--- config.mk ---
export PLATFORM = sky130hd
export DESIGN_NAME = uart_rx
export DESIGN_NICKNAME = d
export VERILOG_FILES = /design/src/rtl/uart_rx.sv
export SDC_FILE = /design/constraint.sdc
export NUM_CORES = 1
export LEC_CHECK = 0
export BUFFER_PORTS_ARGS = -buffer_cell sky130_fd_sc_hd__clkbuf_2
export CAP_MARGIN = 20
export CORE_MARGIN = 5
export CORE_UTILIZATION = 60
export CTS_CLUSTER_SIZE = 40
export DETAILED_ROUTE_END_ITERATION = 10
export GPL_ROUTABILITY_DRIVEN = 0
export PLACE_DENSITY = 0.86
export SYNTH_ARGS = -nofsm -noshare
export SYNTH_HDL_FRONTEND = slang
export SYNTH_SLANG_ARGS = --single-unit
--- constraint.sdc ---
create_clock -name clk -period 3.6 [get_ports clk]
set_input_delay 0.18 -clock clk [delete_from_list [all_inputs] [get_ports clk]]
set_output_delay 0.18 -clock clk [all_outputs]
set_load 0.02 [all_outputs]
--- src/rtl/uart_rx.sv ---
// uart_rx: 8N1 serial receiver with a one-byte valid/ready holding buffer.
// Define UART_RX_PARITY_EN to receive 8E1 frames and flag parity mismatches.
module uart_rx #(
    parameter int CLK_DIV   = 16,
    parameter int DATA_BITS = 8
) (
    input  logic                 clk,
    input  logic                 rst,
    input  logic                 rx,
    output logic [DATA_BITS-1:0] data,
    output logic                 valid,
    input  logic                 ready,
    output logic                 frame_err,
    output logic                 overrun,
    output logic                 parity_err
);
    localparam int CW = $clog2(CLK_DIV);
    localparam int IW = $clog2(DATA_BITS);
    localparam logic [CW-1:0] HALF = CW'(CLK_DIV / 2 - 1);
    localparam logic [CW-1:0] FULL = CW'(CLK_DIV - 1);
    localparam logic [IW-1:0] LAST = IW'(DATA_BITS - 1);

    typedef enum logic [2:0] {IDLE, START, DATA, PARITY, STOP} state_t;

    state_t               state, state_n;
    logic [CW-1:0]        cnt, cnt_n;
    logic [IW-1:0]        idx, idx_n;
    logic [DATA_BITS-1:0] shreg;
    logic                 rx_m, rx_s, rx_p;
    logic                 strobe, stop_hit, good, bad_par, fall;

    assign strobe   = cnt == '0;
    assign stop_hit = state == STOP && strobe;
    assign fall     = rx_p && !rx_s;

`ifdef UART_RX_PARITY_EN
    localparam state_t AFTER_DATA = PARITY;
    logic par;
    assign bad_par = ^shreg ^ par;
    always_ff @(posedge clk or negedge rst) begin
        if (!rst) begin
            par        <= 1'b0;
            parity_err <= 1'b0;
        end else begin
            if (state == PARITY && strobe) par <= rx_s;
            parity_err <= stop_hit && rx_s && bad_par;
        end
    end
`else
    localparam state_t AFTER_DATA = STOP;
    assign bad_par    = 1'b0;
    assign parity_err = 1'b0;
`endif

    // A low stop bit outranks a parity mismatch, so good needs both.
    assign good = stop_hit && rx_s && !bad_par;

    always_comb begin
        state_n = state;
        cnt_n   = strobe ? FULL : cnt - 1'b1;
        idx_n   = idx;
        case (state)
            IDLE: begin
                cnt_n   = fall ? HALF : cnt;
                state_n = fall ? START : IDLE;
            end
            START: if (strobe) begin
                state_n = rx_s ? IDLE : DATA;
                idx_n   = '0;
            end
            DATA: if (strobe) begin
                idx_n   = idx + 1'b1;
                state_n = idx == LAST ? AFTER_DATA : DATA;
            end
            PARITY: if (strobe) state_n = STOP;
            STOP: if (strobe) state_n = IDLE;
            default: state_n = IDLE;
        endcase
    end

    always_ff @(posedge clk or negedge rst) begin
        if (!rst) begin
            state              <= IDLE;
            cnt                <= '0;
            idx                <= '0;
            shreg              <= '0;
            {rx_m, rx_s, rx_p} <= 3'b111;
        end else begin
            state              <= state_n;
            cnt                <= cnt_n;
            idx                <= idx_n;
            {rx_p, rx_s, rx_m} <= {rx_s, rx_m, rx};
            if (state == DATA && strobe) shreg <= {rx_s, shreg[DATA_BITS-1:1]};
        end
    end

    always_ff @(posedge clk or negedge rst) begin
        if (!rst) begin
            data      <= '0;
            valid     <= 1'b0;
            frame_err <= 1'b0;
            overrun   <= 1'b0;
        end else begin
            frame_err <= stop_hit && !rx_s;
            overrun   <= good && valid && !ready;
            if (good && (!valid || ready)) begin
                data  <= shreg;
                valid <= 1'b1;
            end else if (ready) begin
                valid <= 1'b0;
            end
        end
    end
endmodule
==> qor.csv, run 1 <==
metric;value;unit
status;completed;
min cycle time layout;1.89;ns
Ports;16;
proportion of synthesized area in mux cells;13.5;%
largest net degree at the start of global routing;33;
Yosys top cell area share;51.7;%
number of max-cap violations;0;
Mapped Area;0.00140;mm2
share of cells above drive strength 1;36.4;%
Reg2Reg Depth;5;
crit end category;register;
Max-slew headroom;50.3;%
R2R Path End;data[7];
Rows;17;
adder-cell share of the synthesized area;2.67;%
critical path type;reg -> reg;
total number of vias;879;
hold path start;ready;
vias per cell;5.60;
flop and latch count out of synthesis;32;
total wire length;2240;um
full die area;0.00341;mm2
RR Startpoint;cnt[0];
DIE HEIGHT;58.4;um
Peak Freq;530;MHz
Post-Synth Simple-Gate Area;16.8;%
pwr dens;567;mW/mm2
Final Core Density;70.5;%
antenna-violating nets left;0;
slowest CP cell;nor3b_2;
Critical Path RT;3.81;ns
Slew @ Worst Pin;0.745;ns
Synth Instances;108;
CP top delay family;simple AND/OR/NAND/NOR gates;
clock slew at reported path FFs;0.10;ns
R2R setup slack;1.71;ns
CTS tree;done;
RSZ-0062 raised after global routing;false;
post_cts resized;0;
filler instances;147;
crit start category;register;
initial antenna violation count;0;
Routed wire per std cell;14.2;um
Warnings, synthesis;0;
Synth Area in XOR/XNOR;0;%
first-pass GRT wire length;4280;um
Net count, final;135;
grt ovf;0;
setup tns final;0;ns
Worst VDD drop;0.000473;V
Setup Fix Bufs, Post-CTS;0;
die width;58.4;um
PortBufs;14;
core area;0.00223;mm2
clk buf depth;2;
Worst-Skew Late Latency;0.33;ns
global-route usage over all layers;17.0;%
CTS Buf Count;5;
leak pwr;0.826;nW
Initial Util;62.9;%
hold_ws;0.195;ns
Unique masters post-synth;32;
period utilization;52.5;%
Worst Hold Class;in -> reg;
Crit path arrival time;2.10;ns
Slowest Stage Delay on Critical Path;0.44;ns
area delta synth->final;12.1;%
total power;0.892;mW
Synth Area in Compound Gates;6.86;%
Diodes inserted;0;
Initial DRT Pass Iterations;4;
largest family of logic cells by synthesized area;simple AND/OR/NAND/NOR gates;
dpl hpwl;1640;um
Setup Skew;0.0147;ns
Synth area leader;dfrtp_1;
Critical Path Fanout Max;8;
Final Hold Violating Endpoints;0;
Final setup viols;0;
Hold Path Sink;overrun;
CTS H-tree lvls;2;
post-synthesis sequential area ratio;57.3;%
DRC violation count after routing;0;
drt initial violations;10;
WHS Path Cells;3;
Post-Syn Area per Cell;13.0;um2
vias in the first global route;923;
syn nets;115;
crit-path cells;inv_1 -> ha_1 -> nor3b_2 -> nand4_4 -> mux2_2;
Clock Sinks;32;
Clock Root Buffer;clkbuf_4;
top post-synthesis cells by area;dfrtp_1 (52%), mux2_2 (13%), dfstp_2 (5.6%), and3_1 (2.7%), ha_1 (2.7%);
Final Max Tran Viols;0;
Buf/Inv on CP;1;
-- power by group --
group | switching (mW) | internal (mW)
clock | 0.112 | 0.0927
sequential | 0.0890 | 0.414
combinational | 0.0914 | 0.0925
-- cells in the mapped netlist --
cell type,count
or3b_2,1
nor3b_4,1
a221oi_2,1
clkbuf_1,1
ha_1,3
nor3_1,4
buf_4,1
nand3_1,2
o21ai_0,5
dfstp_2,3
and3_1,6
nor2_1,5
nand2_1,4
a31oi_1,1
nand2b_1,1
nor4b_4,1
nor3b_2,1
buf_2,1
nand4_4,1
nor4b_1,1
conb_1,1
or3_1,1
dfrtp_1,29
mux2_2,16
and3b_1,1
inv_1,5
a211o_1,3
o41ai_1,1
nor2b_1,2
and2b_1,1
mux2i_1,1
a21oi_1,3
-- tightest hold or removal path: stages --
cell and delay (ns):
clkbuf_2 0.07, nand2b_1 0.17, nor2_1 0.06
-- timing repair --
action,CTS,global route
setup endpoints to repair,0,0
hold buffers,2,0
hold endpoints to repair,30,0
-- state kept, by name, summed over array words and instances (netlist names) --
register,count
rx_p,1
state,3
data,8
shreg,8
frame_err,1
overrun,1
valid,1
rx_m,1
cnt,4
idx,3
rx_s,1
-- worst max path at each step --
stage                      start  endpoint  slack (ns)  cells after the start
after floorplan           cnt[0]   data[0]        2.02                      5
after global placement    cnt[0]   data[4]        1.88                      5
after detailed placement  cnt[0]   data[7]        1.77                      5
after CTS                 cnt[0]   data[7]        1.74                      5
after global routing      cnt[0]   data[7]        1.63                      5
final                     cnt[0]   data[7]        1.71                      5
-- per-stage QoR --
step	cells	cell area, um2	worst slack, ns
2_1_floorplan	108	1400	2.02
5_1_grt	157	1570	1.63
3_5_place_dp	147	1490	1.77
4_1_cts	157	1570	1.74
3_3_place_gp	147	1490	1.88
6_report	157	1570	1.71
-- cell families after synthesis --
family,count (synthesis)
other,1
and+or+nand+nor,33
muxes,17
AOI/OAI and AO/OA,14
buffers and inverters,8
DFF,32
adders and majority gates,3
-- layout by cell type, fill, tap and decap left out --
cell and n:
nor2_1 5, clkbuf_8 1, nor3b_4 1, nand4_4 1
o21ai_0 5, dfstp_2 3, dfrtp_1 29, o41ai_1 1
nand2b_1 1, nor3b_2 1, a211o_1 3, and2b_1 1
clkbuf_2 14, nor3_1 4, nand2_1 4, a21oi_1 3
clkbuf_4 5, conb_1 1, and3_1 6, or3b_2 1
mux2i_1 1, nor2b_1 2, a221oi_2 1, nor4b_1 1
ha_1 3, or3_1 1, and3b_1 1, inv_1 5
mux2_2 16, nor4b_4 1, clkinv_2 2, nand3_1 2
a31oi_1 1, dlygate4sd3_1 2
-- routing by layer --
layer	track usage [%]	wire length, um	share of wire, %	vias to the layer above
li1	-	-	-	428
met1	22.4	1050	47	430
met2	24.1	1050	47	16
met3	6.14	90	4.0	5
met4	9.60	46	2.1	0
met5	0	0	0	-
-- cell type report --
| class | instances | area [um2] | area share [%] |
|---|---|---|---|
| well taps | 28 | 35.0 | 2.23 |
| clock buffers | 6 | 51.3 | 3.26 |
| repair buffers | 16 | 90.1 | 5.72 |
| inverters | 5 | 18.8 | 1.19 |
| clock inverters | 2 | 10.0 | 0.636 |
| flip-flops and latches | 32 | 805 | 51.1 |
| multi-input cells | 68 | 564 | 35.9 |
Note: power is estimated with default switching activity, not from simulation.
==> run 2, diff against run 1 <==
ABC_AREA = 1   (was not set)
CORE_UTILIZATION = 56   (was 60)
PLACE_DENSITY = 0.81   (was 0.86)
clock period = 1.88 ns   (was 3.6 ns; I/O delays follow)
==> qor.csv, run 2 <==
metric;value;unit
status;completed;
leak pwr;0.872;nW
Final Hold Violating Endpoints;0;
PortBufs;14;
Synth area leader;dfrtp_1;
Worst-Skew Late Latency;0.34;ns
Mapped Area;0.00145;mm2
commonest non-fill, non-tap cells in the layout;nand2_1 (41), dfrtp_1 (29), clkbuf_2 (14);
clk buf depth;2;
most frequent cell after synthesis;nand2_1;
Clock Root Buffer;clkbuf_4;
Routed wire per std cell;14.0;um
Setup Fix Bufs, Post-CTS;0;
Worst VDD drop;0.000863;V
Crit path arrival time;1.75;ns
Yosys top cell area share;50.1;%
top post-synthesis cells by area;dfrtp_1 (50%), nand2_1 (11%), dfstp_2 (5.4%), nand4_1 (3.9%), nand3_1 (3.1%);
post-synthesis sequential area ratio;55.6;%
Inst Count DP;187;
largest net degree at the start of global routing;33;
Max-slew headroom;48.4;%
Worst Hold Class;in -> reg;
total number of vias;1060;
Initial DRT Pass Iterations;4;
die width;60.8;um
core area;0.00248;mm2
share of cells above drive strength 1;24.0;%
Slowest Stage Delay on Critical Path;0.39;ns
CTS Buf Count;5;
area delta synth->final;10.4;%
Setup Skew;0.00774;ns
vias in the first global route;1070;
CTS tree;done;
flop and latch count out of synthesis;32;
Final setup viols;0;
Post-Syn Area per Cell;9.85;um2
post_cts resized;0;
Net count, final;173;
top flop regs;data x8, shreg x8, cnt x4;
grt ovf;0;
critical path type;reg -> reg;
syn nets;154;
Clock Sinks;32;
Ports;16;
hold-fix buffers at CTS;2;
Warnings, synthesis;0;
crit start category;register;
crit-path cells;inv_1 -> ha_1 -> nand2_4 -> nor2_8 -> nand3_4 -> nand2_1 -> nand2_1;
Peak Freq;657;MHz
Final Core Density;64.5;%
Multi-input gate area;547;um2
min cycle time layout;1.52;ns
Rows;18;
Critical Path Fanout Max;9;
non-filler instance count after layout;197;
full die area;0.00370;mm2
CP top delay family;simple AND/OR/NAND/NOR gates;
Initial Util;58.4;%
Critical Path Most Common Cell;nand2_1;
FF+latch area;805;um2
Final Max Tran Viols;0;
DRC violation count after routing;0;
most common cell after layout, fill and taps aside;nand2_1;
Buf/Inv on CP;1;
vias per cell;5.38;
clock slew at reported path FFs;0.10;ns
EDFF count, synth;0;
Slew @ Worst Pin;0.774;ns
global-route usage over all layers;17.6;%
total wire length;2760;um
ys async rst share;100;%
filler instances;211;
number of max-cap violations;0;
Synth Instances;147;
DIE HEIGHT;60.8;um
setup tns final;0;ns
slowest CP cell;dfrtp_1;
crit end category;register;
Unique masters post-synth;29;
hold_ws;0.298;ns
pwr dens;1280;mW/mm2
Main synth FF type;dfrtp_1;
first-pass GRT wire length;4660;um
RSZ-0062 raised after global routing;false;
period utilization;81.0;%
antenna-violating nets left;0;
initial antenna violation count;0;
Diodes inserted;0;
Critical Path RT;2.11;ns
Post-synth top cells;nand2_1 (41), dfrtp_1 (29), inv_1 (12);
drt initial violations;37;
dpl hpwl;1960;um
CTS H-tree lvls;2;
==> run 2: changes by cell type in the layout (fill, tap and decap cells not counted), sizes merged, moves of 6 or more <==
cell,previous run,this run
inv,5,14
mux2,16,0
nand2,4,45
nor2,5,12
nand3,2,10
nand4,1,9
and3,6,0
==> run 2: kinds of logic (layout without fill, tap and decap cells) <==
kind of cell / count (synthesis) / count (layout) / synth area share (%)
AO/OA/AOI/OAI: 15 / 15 / 7.35
adder cells (fa/ha/maj): 3 / 3 / 2.59
buffers and inverters: 18 / 38 / 6.65
flip-flops: 32 / 32 / 55.6
other: 1 / 1 / 0.259
AND/OR/NAND/NOR: 78 / 78 / 27.6
==> run 2: worst register-to-register path, delay by kind of cell (launching register included) <==
kind	cells	cell delay [ns]
AND/OR/NAND/NOR	5	0.66
buffers and inverters	1	0.11
flip-flops	1	0.39
adder cells (fa/ha/maj)	1	0.25
==> run 2: worst paths after layout <==
path | depth (start not counted) | to | startpoint | slack [ns]
min in group asynchronous | 2 | cnt[3] | rst | 0.35
max reg2reg | 7 | data[2] | cnt[1] | 0.36
min | 4 | valid | ready | 0.30
max | 7 | data[2] | cnt[1] | 0.36
min reg2reg | 0 | rx_s | rx_m | 0.36
max in group asynchronous | 2 | idx[2] | rst | 1.03
==> run 2: area by class of cell <==
type,instances,area share (%)
Sequential cell,32,50.4
Timing Repair Buffer,16,5.64
Tap cell,30,2.35
Inverter,14,3.76
Clock buffer,8,3.68
Multi-Input combinational cell,97,34.2
==> run 2: layer usage <==
layer / track usage [%] / up-vias / part of all wire [%]
li1: - / 517 / -
met5: 0 / - / 0
met4: 9.91 / 0 / 2.8
met3: 7.45 / 9 / 7.3
met1: 21.0 / 496 / 41
met2: 26.9 / 38 / 49
==> run 2: power breakdown <==
group          total, mW  internal (mW)  switching (mW)
sequential         0.997          0.862           0.135
clock              0.419          0.184           0.235
combinational      0.627          0.220           0.408
total               2.04           1.27           0.777
==> run 2: stage by stage <==
step | total power, mW | worst slack, ns | instance area, um2
floorplan | 1.49 | 0.566 | 1450
global placement | 1.58 | 0.517 | 1520
detailed placement | 1.63 | 0.437 | 1520
CTS | 2.05 | 0.385 | 1600
global route | 2.20 | 0.235 | 1600
finish | 2.04 | 0.357 | 1600
